===== src/rtl/arcade_input_cond.sv =====
// Player control conditioning: sync, debounce and frame-locked coin pulse shaping.
// Feeds the game core's INP0/INP1 input bytes.
module arcade_input_cond #(
    parameter int NBTN            = 16,
    parameter int DEB_CYCLES      = 48000,
    parameter int COIN_FRAMES     = 4,
    parameter int COIN_GAP_FRAMES = 4
) (
    input  logic            clk_sys,
    input  logic            RESET_N,
    input  logic            VBLK,
    input  logic [NBTN-1:0] RAW_IN,
    input  logic [1:0]      COIN_IN,
    output logic [NBTN-1:0] DEB_OUT,
    output logic [1:0]      COIN_OUT,
    output logic [1:0]      COIN_BUSY
);

    localparam int NB   = NBTN + 2;
    localparam int DW   = $clog2(DEB_CYCLES + 1);
    localparam int FMAX = (COIN_FRAMES > COIN_GAP_FRAMES) ?
                          COIN_FRAMES : COIN_GAP_FRAMES;
    localparam int FW   = $clog2(FMAX + 1);

    localparam logic [DW-1:0] DEB_LAST = DW'(DEB_CYCLES - 1);
    localparam logic [FW-1:0] F_LAST   = FW'(COIN_FRAMES - 1);
    localparam logic [FW-1:0] G_LAST   = FW'(COIN_GAP_FRAMES - 1);

    typedef enum logic [1:0] {
        IDLE,
        ARM,
        PULSE,
        GAP
    } coin_st_t;

    logic [NB-1:0] sync1, sync2, deb;
    logic [2:0]    vs;
    logic [1:0]    coin_q;
    logic [1:0]    coin_edge;
    logic          tick;

    always_ff @(posedge clk_sys or negedge RESET_N) begin
        if (!RESET_N) begin
            sync1  <= '0;
            sync2  <= '0;
            vs     <= '0;
            coin_q <= '0;
        end else begin
            sync1  <= {COIN_IN, RAW_IN};
            sync2  <= sync1;
            vs     <= {vs[1:0], VBLK};
            coin_q <= deb[NB-1:NBTN];
        end
    end

    assign tick      = vs[1] & ~vs[2];
    assign coin_edge = deb[NB-1:NBTN] & ~coin_q;
    assign DEB_OUT   = deb[NBTN-1:0];

    for (genvar g = 0; g < NB; g++) begin : g_deb
        logic [DW-1:0] cnt;
        logic          d;

        // Counts consecutive cycles the synced input disagrees with the output
        always_ff @(posedge clk_sys or negedge RESET_N) begin
            if (!RESET_N) begin
                cnt <= '0;
                d   <= 1'b0;
            end else if (sync2[g] == d) begin
                cnt <= '0;
            end else if (cnt == DEB_LAST) begin
                cnt <= '0;
                d   <= sync2[g];
            end else begin
                cnt <= cnt + 1'b1;
            end
        end

        assign deb[g] = d;
    end

    for (genvar c = 0; c < 2; c++) begin : g_coin
        coin_st_t      state_q, state_d;
        logic [FW-1:0] fcnt_q, fcnt_d;
        logic          pend_q, pend_d;
        logic          out_q, out_d;
        logic          busy_q, busy_d;

        always_ff @(posedge clk_sys or negedge RESET_N) begin
            if (!RESET_N) begin
                state_q <= IDLE;
                fcnt_q  <= '0;
                pend_q  <= 1'b0;
                out_q   <= 1'b0;
                busy_q  <= 1'b0;
            end else begin
                state_q <= state_d;
                fcnt_q  <= fcnt_d;
                pend_q  <= pend_d;
                out_q   <= out_d;
                busy_q  <= busy_d;
            end
        end

        always_comb begin
            state_d = state_q;
            fcnt_d  = fcnt_q;
            pend_d  = pend_q;
            out_d   = out_q;
            unique case (state_q)
                IDLE: begin
                    if (coin_edge[c]) begin
                        state_d = ARM;
                        fcnt_d  = '0;
                    end
                end
                ARM: begin
                    if (coin_edge[c]) pend_d = 1'b1;
                    if (tick) begin
                        state_d = PULSE;
                        fcnt_d  = '0;
                        out_d   = 1'b1;
                    end
                end
                PULSE: begin
                    if (coin_edge[c]) pend_d = 1'b1;
                    if (tick && fcnt_q == F_LAST) begin
                        state_d = GAP;
                        fcnt_d  = '0;
                        out_d   = 1'b0;
                    end else if (tick) begin
                        fcnt_d = fcnt_q + 1'b1;
                    end
                end
                GAP: begin
                    if (coin_edge[c]) pend_d = 1'b1;
                    if (tick && fcnt_q == G_LAST) begin
                        fcnt_d = '0;
                        // A queued coin is consumed; an edge this cycle becomes the new queue
                        if (pend_q) begin
                            state_d = ARM;
                            pend_d  = coin_edge[c];
                        end else if (coin_edge[c]) begin
                            state_d = ARM;
                            pend_d  = 1'b0;
                        end else begin
                            state_d = IDLE;
                        end
                    end else if (tick) begin
                        fcnt_d = fcnt_q + 1'b1;
                    end
                end
                default: state_d = IDLE;
            endcase
            busy_d = (state_d != IDLE) | pend_d;
        end

        assign COIN_OUT[c]  = out_q;
        assign COIN_BUSY[c] = busy_q;
    end

endmodule


===== config.mk =====
export PLATFORM = sky130hd
export DESIGN_NAME = arcade_input_cond
export DESIGN_NICKNAME = d
export VERILOG_FILES = /design/src/rtl/arcade_input_cond.sv
export SDC_FILE = /design/constraint.sdc
export NUM_CORES = 1
export LEC_CHECK = 0
export ABC_AREA = 1
export CAP_MARGIN = 20
export CORE_MARGIN = 2
export CORE_UTILIZATION = 25
export DETAILED_ROUTE_END_ITERATION = 12
export MAX_ROUTING_LAYER = met4
export PLACE_DENSITY = 0.36
export SLEW_MARGIN = 20
export SYNTH_ARGS = -nofsm -noshare
export SYNTH_HDL_FRONTEND = slang
export SYNTH_SLANG_ARGS = --single-unit

===== constraint.sdc =====
create_clock -name clk_sys -period 2.06 [get_ports clk_sys]
set_input_delay 0.412 -clock clk_sys [delete_from_list [all_inputs] [get_ports clk_sys]]
set_output_delay 0.412 -clock clk_sys [all_outputs]
set_load 0.01 [all_outputs]

Word-level counts from Yosys, hierarchy flattened
Index checks and enable logic that the tools add are counted.

operators by class
  add/sub/neg operators = 20
  equal/unequal tests = 52
  bitwise logic cells = 24
  multiplexer cells = 74
  reductions and logical operators = 34

operators with widths
  cell                                                                     number
  16-bit 2-to-1 mux                                                        36
  16-bit by 1-bit adder with 16-bit output, second input constant          18
  16-bit == test, second input constant                                    18
  2-bit AND reduction                                                      18
  3-bit 2-to-1 mux                                                         7
  1-bit inverter                                                           19
  1-bit == test                                                            18
  3-bit one-hot mux with 3 select lines                                    2
  2-bit 2-to-1 mux                                                         8
  2-bit one-hot mux with 4 select lines                                    2
  1-bit 2-to-1 mux                                                         15
  2-bit inequality test, second input constant                             6
  3-bit AND reduction                                                      4
  2-bit == test, second input constant                                     4
  1-bit one-hot mux with 2 select lines                                    4
  2-bit nonzero test                                                       4
  2-bit OR reduction                                                       4
  3-bit by 1-bit adder with 3-bit output, second input constant            2
  3-bit by 2-bit == test with 1-bit output, second input constant          2
  3-bit by 1-bit inequality test with 1-bit output, second input constant  2
  2-bit by 1-bit == test with 1-bit output, second input constant          2
  2-bit zero test                                                          2
  2-bit AND                                                                1
  1-bit logical AND                                                        2
  other kinds (3)                                                          4

word-level totals
  output and inout bits = 20
  logic and storage cells = 254
  bits in registers = 363

Logic depth before layout (Yosys ltp)
  depth after elaboration = 8
  mapped depth = 10

Worst setup path after synthesis
No wires, ideal clock.

  path type = flip-flop to flip-flop
  start point = register g_coin[0].state_q[0]
  end point = register g_coin[0].fcnt_q[0]
  required time = 1943 ps
  buffers on the path = 0
  cell stages (with the launch flop) = 11
  setup slack = 663 ps
  period minus slack after synthesis = 1397 ps
  data arrival time = 1279 ps
  cells stage by stage = dfrtp_1 -> inv_1 -> ha_1 -> nor2_1 -> inv_1 -> nand2_1 -> nand2_1 -> nor2_1 -> inv_1 -> nand2_1 -> nand2_1

between the ends
  cells in the longest elaborated chain, start to end = 4
  elaborated cells on any way between the ends = 10

RTL lines
  item                                                        line  text
  start: declaration                                          83    coin_st_t state_q, state_d;
  start signal: assignment                                    97    state_q <= state_d;
  2-bit == test                                               110   unique case (state_q)
  2-bit OR reduction (no line)                                -
  3-bit by 1-bit inequality test with 1-bit output (no line)  -
  3-bit AND reduction (no line)                               -
  end signal: assignment                                      98    fcnt_q <= fcnt_d;
  end: declaration                                            84    logic [FW-1:0] fcnt_q, fcnt_d;

Several ways; a longest one is shown, not always the timed one.
A chain may end at the register's enable or synchronous reset.

Worst setup path in the final report
  start point = register g_coin[0].out_q
  end point = output COIN_OUT[0]

RTL lines
  item                      line  text
  start: declaration        86    logic out_q, out_d;
  start signal: assignment  100   out_q <= out_d;
  end: declaration          15    output logic [1:0] COIN_OUT,

No word-level cell between the ends.

==> metrics.txt <==
# TYPE chip_impl_metric gauge
chip_impl_metric{name="timing_hold_violations_final",unit=""} 0
chip_impl_metric{name="final_net_count",unit=""} 2569
chip_impl_metric{name="power.total",unit="mW"} 16.8
chip_impl_metric{name="fin_cells",unit=""} 3527
chip_impl_info{name="synth.most_common_cell",value="sky130_fd_sc_hd__nor2_1"} 1
chip_impl_metric{name="post-synth-top-area-fraction",unit="%"} 48.0
chip_impl_metric{name="cts_made_buffers",unit=""} 48
chip_impl_metric{name="drt.antenna.violating_nets",unit=""} 0
chip_impl_metric{name="avgSynthCellArea",unit="um2"} 7.79
chip_impl_info{name="yosys-top-cells-area",value="sky130_fd_sc_hd__dfrtp_1 (48%), sky130_fd_sc_hd__nor2_1 (10%), sky130_fd_sc_hd__nand2_1 (9.1%)"} 1
chip_impl_metric{name="clkLatencyLatePin",unit="ns"} 0.57
chip_impl_metric{name="first_pass_grt_wire_length",unit="um"} 76700
chip_impl_metric{name="intPower",unit="mW"} 13.1
chip_impl_metric{name="synthCells",unit=""} 2432
chip_impl_metric{name="ys_seq_area_share",unit="%"} 48.0
chip_impl_metric{name="synth_edf_count",unit=""} 0
chip_impl_metric{name="largest_stage_delay_worst_path",unit="ns"} 0.58
chip_impl_metric{name="power_frac_seq",unit="%"} 43.7
chip_impl_info{name="worst_setup_path_type",value="reg -> out"} 1
chip_impl_metric{name="top_level_port_count",unit=""} 41
chip_impl_info{name="grt_setup_unrepaired",value="no"} 1
chip_impl_metric{name="design.core.area",unit="um2"} 74700
chip_impl_metric{name="fin_setup_tns",unit="ns"} 0
chip_impl_metric{name="multi_input_comb_area",unit="um2"} 8540
chip_impl_metric{name="cts_htree_levels",unit=""} 2
chip_impl_metric{name="route.detailed.wl_per_inst",unit="um"} 12.4
chip_impl_metric{name="worst_pin_slew",unit="ns"} 0.549
chip_impl_metric{name="switching_share",unit="%"} 22.2
chip_impl_info{name="hold_path.class",value="in -> reg"} 1
chip_impl_info{name="timing.hold.worst_endpoint",value="vs[0]"} 1
chip_impl_metric{name="initial_core_util",unit="%"} 25.4
chip_impl_metric{name="fin_crit_sh",unit="%"} 95.0
chip_impl_metric{name="p_switching",unit="mW"} 3.73
chip_impl_info{name="setup.worst_path.start_class",value="register"} 1
chip_impl_metric{name="synthToLayoutAreaGrowth",unit="%"} 17.9
chip_impl_metric{name="gp_congestion",unit=""} 0.838
chip_impl_metric{name="preCtsSetupSlack",unit="ns"} 0.427
chip_impl_metric{name="antenna_found_initial",unit=""} 1
chip_impl_metric{name="timing.slew.headroom",unit="%"} 63.3
chip_impl_metric{name="dr.first_iter.drc_count",unit=""} 854
chip_impl_metric{name="netlist_area",unit="um2"} 18900
chip_impl_metric{name="max_cap_violations",unit=""} 0
chip_impl_metric{name="power_frac_comb",unit="%"} 3.1
chip_impl_info{name="cts_tree",value="built"} 1
chip_impl_metric{name="die_area",unit="um2"} 78000
chip_impl_info{name="cts_root_buf",value="sky130_fd_sc_hd__clkbuf_16"} 1
chip_impl_metric{name="crit_buf_inv",unit=""} 1
chip_impl_metric{name="detail_route.wirelength",unit="um"} 43700
chip_impl_metric{name="critPathArrivalTime",unit="ns"} 1.54
chip_impl_metric{name="setup-violations-final",unit=""} 0
chip_impl_metric{name="nFillCells",unit=""} 7867
chip_impl_metric{name="grt_max_degree",unit=""} 61
chip_impl_metric{name="cts-root-to-sink-buffers",unit=""} 3
chip_impl_metric{name="cts_setup_buffers",unit=""} 0
chip_impl_metric{name="synth_cell_type_count",unit=""} 32
chip_impl_metric{name="clock_power_share",unit="%"} 53.2
chip_impl_metric{name="power.ir.vdd_worst",unit="V"} 0.000446
chip_impl_info{name="worst_path_max_delay_cell",value="sky130_fd_sc_hd__clkdlybuf4s50_1"} 1
chip_impl_info{name="r2r_end",value="g_coin[0].fcnt_q[1]"} 1
chip_impl_metric{name="hold_path_depth",unit=""} 1
chip_impl_metric{name="req_time_crit_path",unit="ns"} 1.65
chip_impl_metric{name="synth.ff_latch_count",unit=""} 363
chip_impl_metric{name="worst_clock_skew",unit="ns"} 0.0200
chip_impl_metric{name="proportion_of_synthesized_flip_flops_having_asynchronous_set_or_reset",unit="%"} 100
chip_impl_metric{name="drt_drc_violations_left",unit=""} 0
chip_impl_metric{name="post_route_cells_drive_above_1_share",unit="%"} 7.47
chip_impl_metric{name="period_needed",unit="ns"} 1.96
chip_impl_metric{name="register_area",unit="um2"} 9080
chip_impl_info{name="cpLargestDelayFamily",value="buffers and inverters"} 1
chip_impl_info{name="synth_top_cell_by_area",value="sky130_fd_sc_hd__dfrtp_1"} 1
chip_impl_info{name="ys.flop_type",value="sky130_fd_sc_hd__dfrtp_1"} 1
chip_impl_metric{name="place_inst",unit=""} 3438
chip_impl_info{name="run_status",value="finished, final reports clean"} 1
chip_impl_metric{name="r2r.worst_path.cells",unit=""} 10
chip_impl_metric{name="synthesis.nets",unit=""} 2481
chip_impl_metric{name="vias",unit=""} 15500
chip_impl_metric{name="hpwl",unit="um"} 31300
chip_impl_metric{name="leakage",unit="nW"} 9.45
chip_impl_metric{name="core.rowCount",unit=""} 100
chip_impl_metric{name="fmaxAchievable",unit="MHz"} 511
chip_impl_metric{name="number_of_global_route_vias_before_repair",unit=""} 15700
chip_impl_metric{name="critPathMaxFanout",unit=""} 2
chip_impl_metric{name="die_height",unit="um"} 279
chip_impl_info{name="synthTopCellsByCount",value="sky130_fd_sc_hd__nor2_1 (507), sky130_fd_sc_hd__nand2_1 (459), sky130_fd_sc_hd__dfrtp_1 (363)"} 1
chip_impl_metric{name="path_clk_slew",unit="ns"} 0.06
chip_impl_info{name="source_of_the_worst_hold_timing_path",value="VBLK"} 1
chip_impl_info{name="timing.rr.start",value="g_coin[0].state_q[0]"} 1
chip_impl_metric{name="detailedRoute.firstPassIterationCount",unit=""} 5
chip_impl_metric{name="timing.final.ws_setup",unit="ns"} 0.104
chip_impl_metric{name="worst-r2r-setup-slack",unit="ns"} 0.42
chip_impl_info{name="worstSetupEndpointType",value="output port"} 1
chip_impl_metric{name="global_route_usage_sum",unit="%"} 12.0
chip_impl_metric{name="yosysWarnings",unit=""} 0
chip_impl_metric{name="diodes",unit=""} 0
chip_impl_metric{name="port_buffers",unit=""} 40
chip_impl_metric{name="floorplan.die.width",unit="um"} 279
chip_impl_metric{name="globalRouteOverflowTotal",unit=""} 0
chip_impl_metric{name="final-max-slew-violation-count",unit=""} 0
chip_impl_metric{name="cts.sink_count",unit=""} 363
chip_impl_metric{name="route.detailed.vias_per_inst",unit=""} 4.40
chip_impl_info{name="cp_cell_sequence",value="clkdlybuf4s50_1"} 1
chip_impl_metric{name="pwr_density_cell",unit="nW/um2"} 753
power by group through the flow:
stage / combinational [mW] / sequential, mW / clock, mW
finish: 0.522 / 7.35 / 8.96
CTS: 0.556 / 7.35 / 9.41
floorplan: 0.234 / 7.46 / 0
global route: 0.624 / 7.36 / 9.72
detailed placement: 0.551 / 7.48 / 0
global placement: 0.552 / 7.47 / 0
how the worst max path moves through the flow:
stage	cells after the start	from	to
floorplan	10	g_coin[0].state_q[0]	g_coin[0].fcnt_q[0]
global placement	8	g_deb[17].cnt[0]	g_deb[17].cnt[7]
detailed placement	10	g_coin[0].state_q[0]	g_coin[0].fcnt_q[1]
CTS	1	g_deb[12].d	DEB_OUT[12]
global route	1	g_deb[14].d	DEB_OUT[14]
finish	1	g_coin[0].out_q	COIN_OUT[0]
cell type report:
type / instances / share of cell area, %
sequential: 363 / 40.7
inverter: 308 / 5.18
clock buffer: 78 / 6.87
clock inverter: 10 / 0.807
tap: 969 / 5.43
timing repair buffer: 59 / 2.80
multi-input combinational: 1740 / 38.2
flip-flops by register name (all words and copies together) (netlist names):
signal	count
g_coin.out_q	2
sync1	18
g_coin.busy_q	2
g_coin.fcnt_q	6
g_deb.cnt	288
g_coin.pend_q	2
g_deb.d	18
sync2	18
coin_q	2
g_coin.state_q	4
vs	3
layout by cell type (no fill, tap or decap), drive strengths merged:
master         count
ha                28
o21a               1
o21ai             49
dfrtp            363
inv              308
clkdlybuf4s50     39
or2                1
nand3b             3
a31o               1
a21oi             49
nand4             90
clkinv             3
a22o               1
nand3            209
xnor2             24
a21boi             1
clkbuf            78
nor2             543
nor3             146
clkinvlp           2
dlygate4sd3        1
nor4               2
nor3b             20
o21bai             9
buf               19
xor2              81
nand2            482
bufinv             5
metal layers:
layer  vias to the layer above  wire (um)  global-route usage, %
met5                         -          0                      -
met4                         0       1000                   3.50
met3                        69       1480                   1.98
met2                       185      19600                   18.9
met1                      7283      21600                   15.8
li1                       7973          -                      -
per-stage QoR:
step | hold WS (ns) | utilization [%] | area, um2
floorplan | 0.116 | - | 18900
global placement | 0.304 | 27.6 | 20600
detailed placement | 0.308 | 27.6 | 20600
CTS | 0.222 | 29.9 | 22300
global route | 0.239 | 29.9 | 22300
finish | 0.276 | 29.9 | 22300
worst reg2reg max path: cells and delay by family (launching register included):
family,cells,cell delay (ns)
adder cells (fa/ha/maj),1,0.21
buffers and inverters,3,0.29
flip-flops,1,0.43
AND/OR/NAND/NOR,6,0.60
kinds of logic (layout without fill, tap and decap cells):
kind of cell	count (synthesis)	count (layout)	synth area share (%)
adder cells (fa/ha/maj)	28	28	1.85
buffers and inverters	329	455	6.96
AND/OR/NAND/NOR	1496	1496	35.3
flip-flops	363	363	48.0
AO/OA/AOI/OAI	111	111	3.12
XOR/XNOR	105	105	4.85
timing repair:
item                                   in CTS  in global routing
resized for setup                           1                  0
hold buffers                                1                  0
setup endpoints to repair                   1                  0
endpoints found under the hold margin      24                  0
Power figures use the tool's default switching activity.
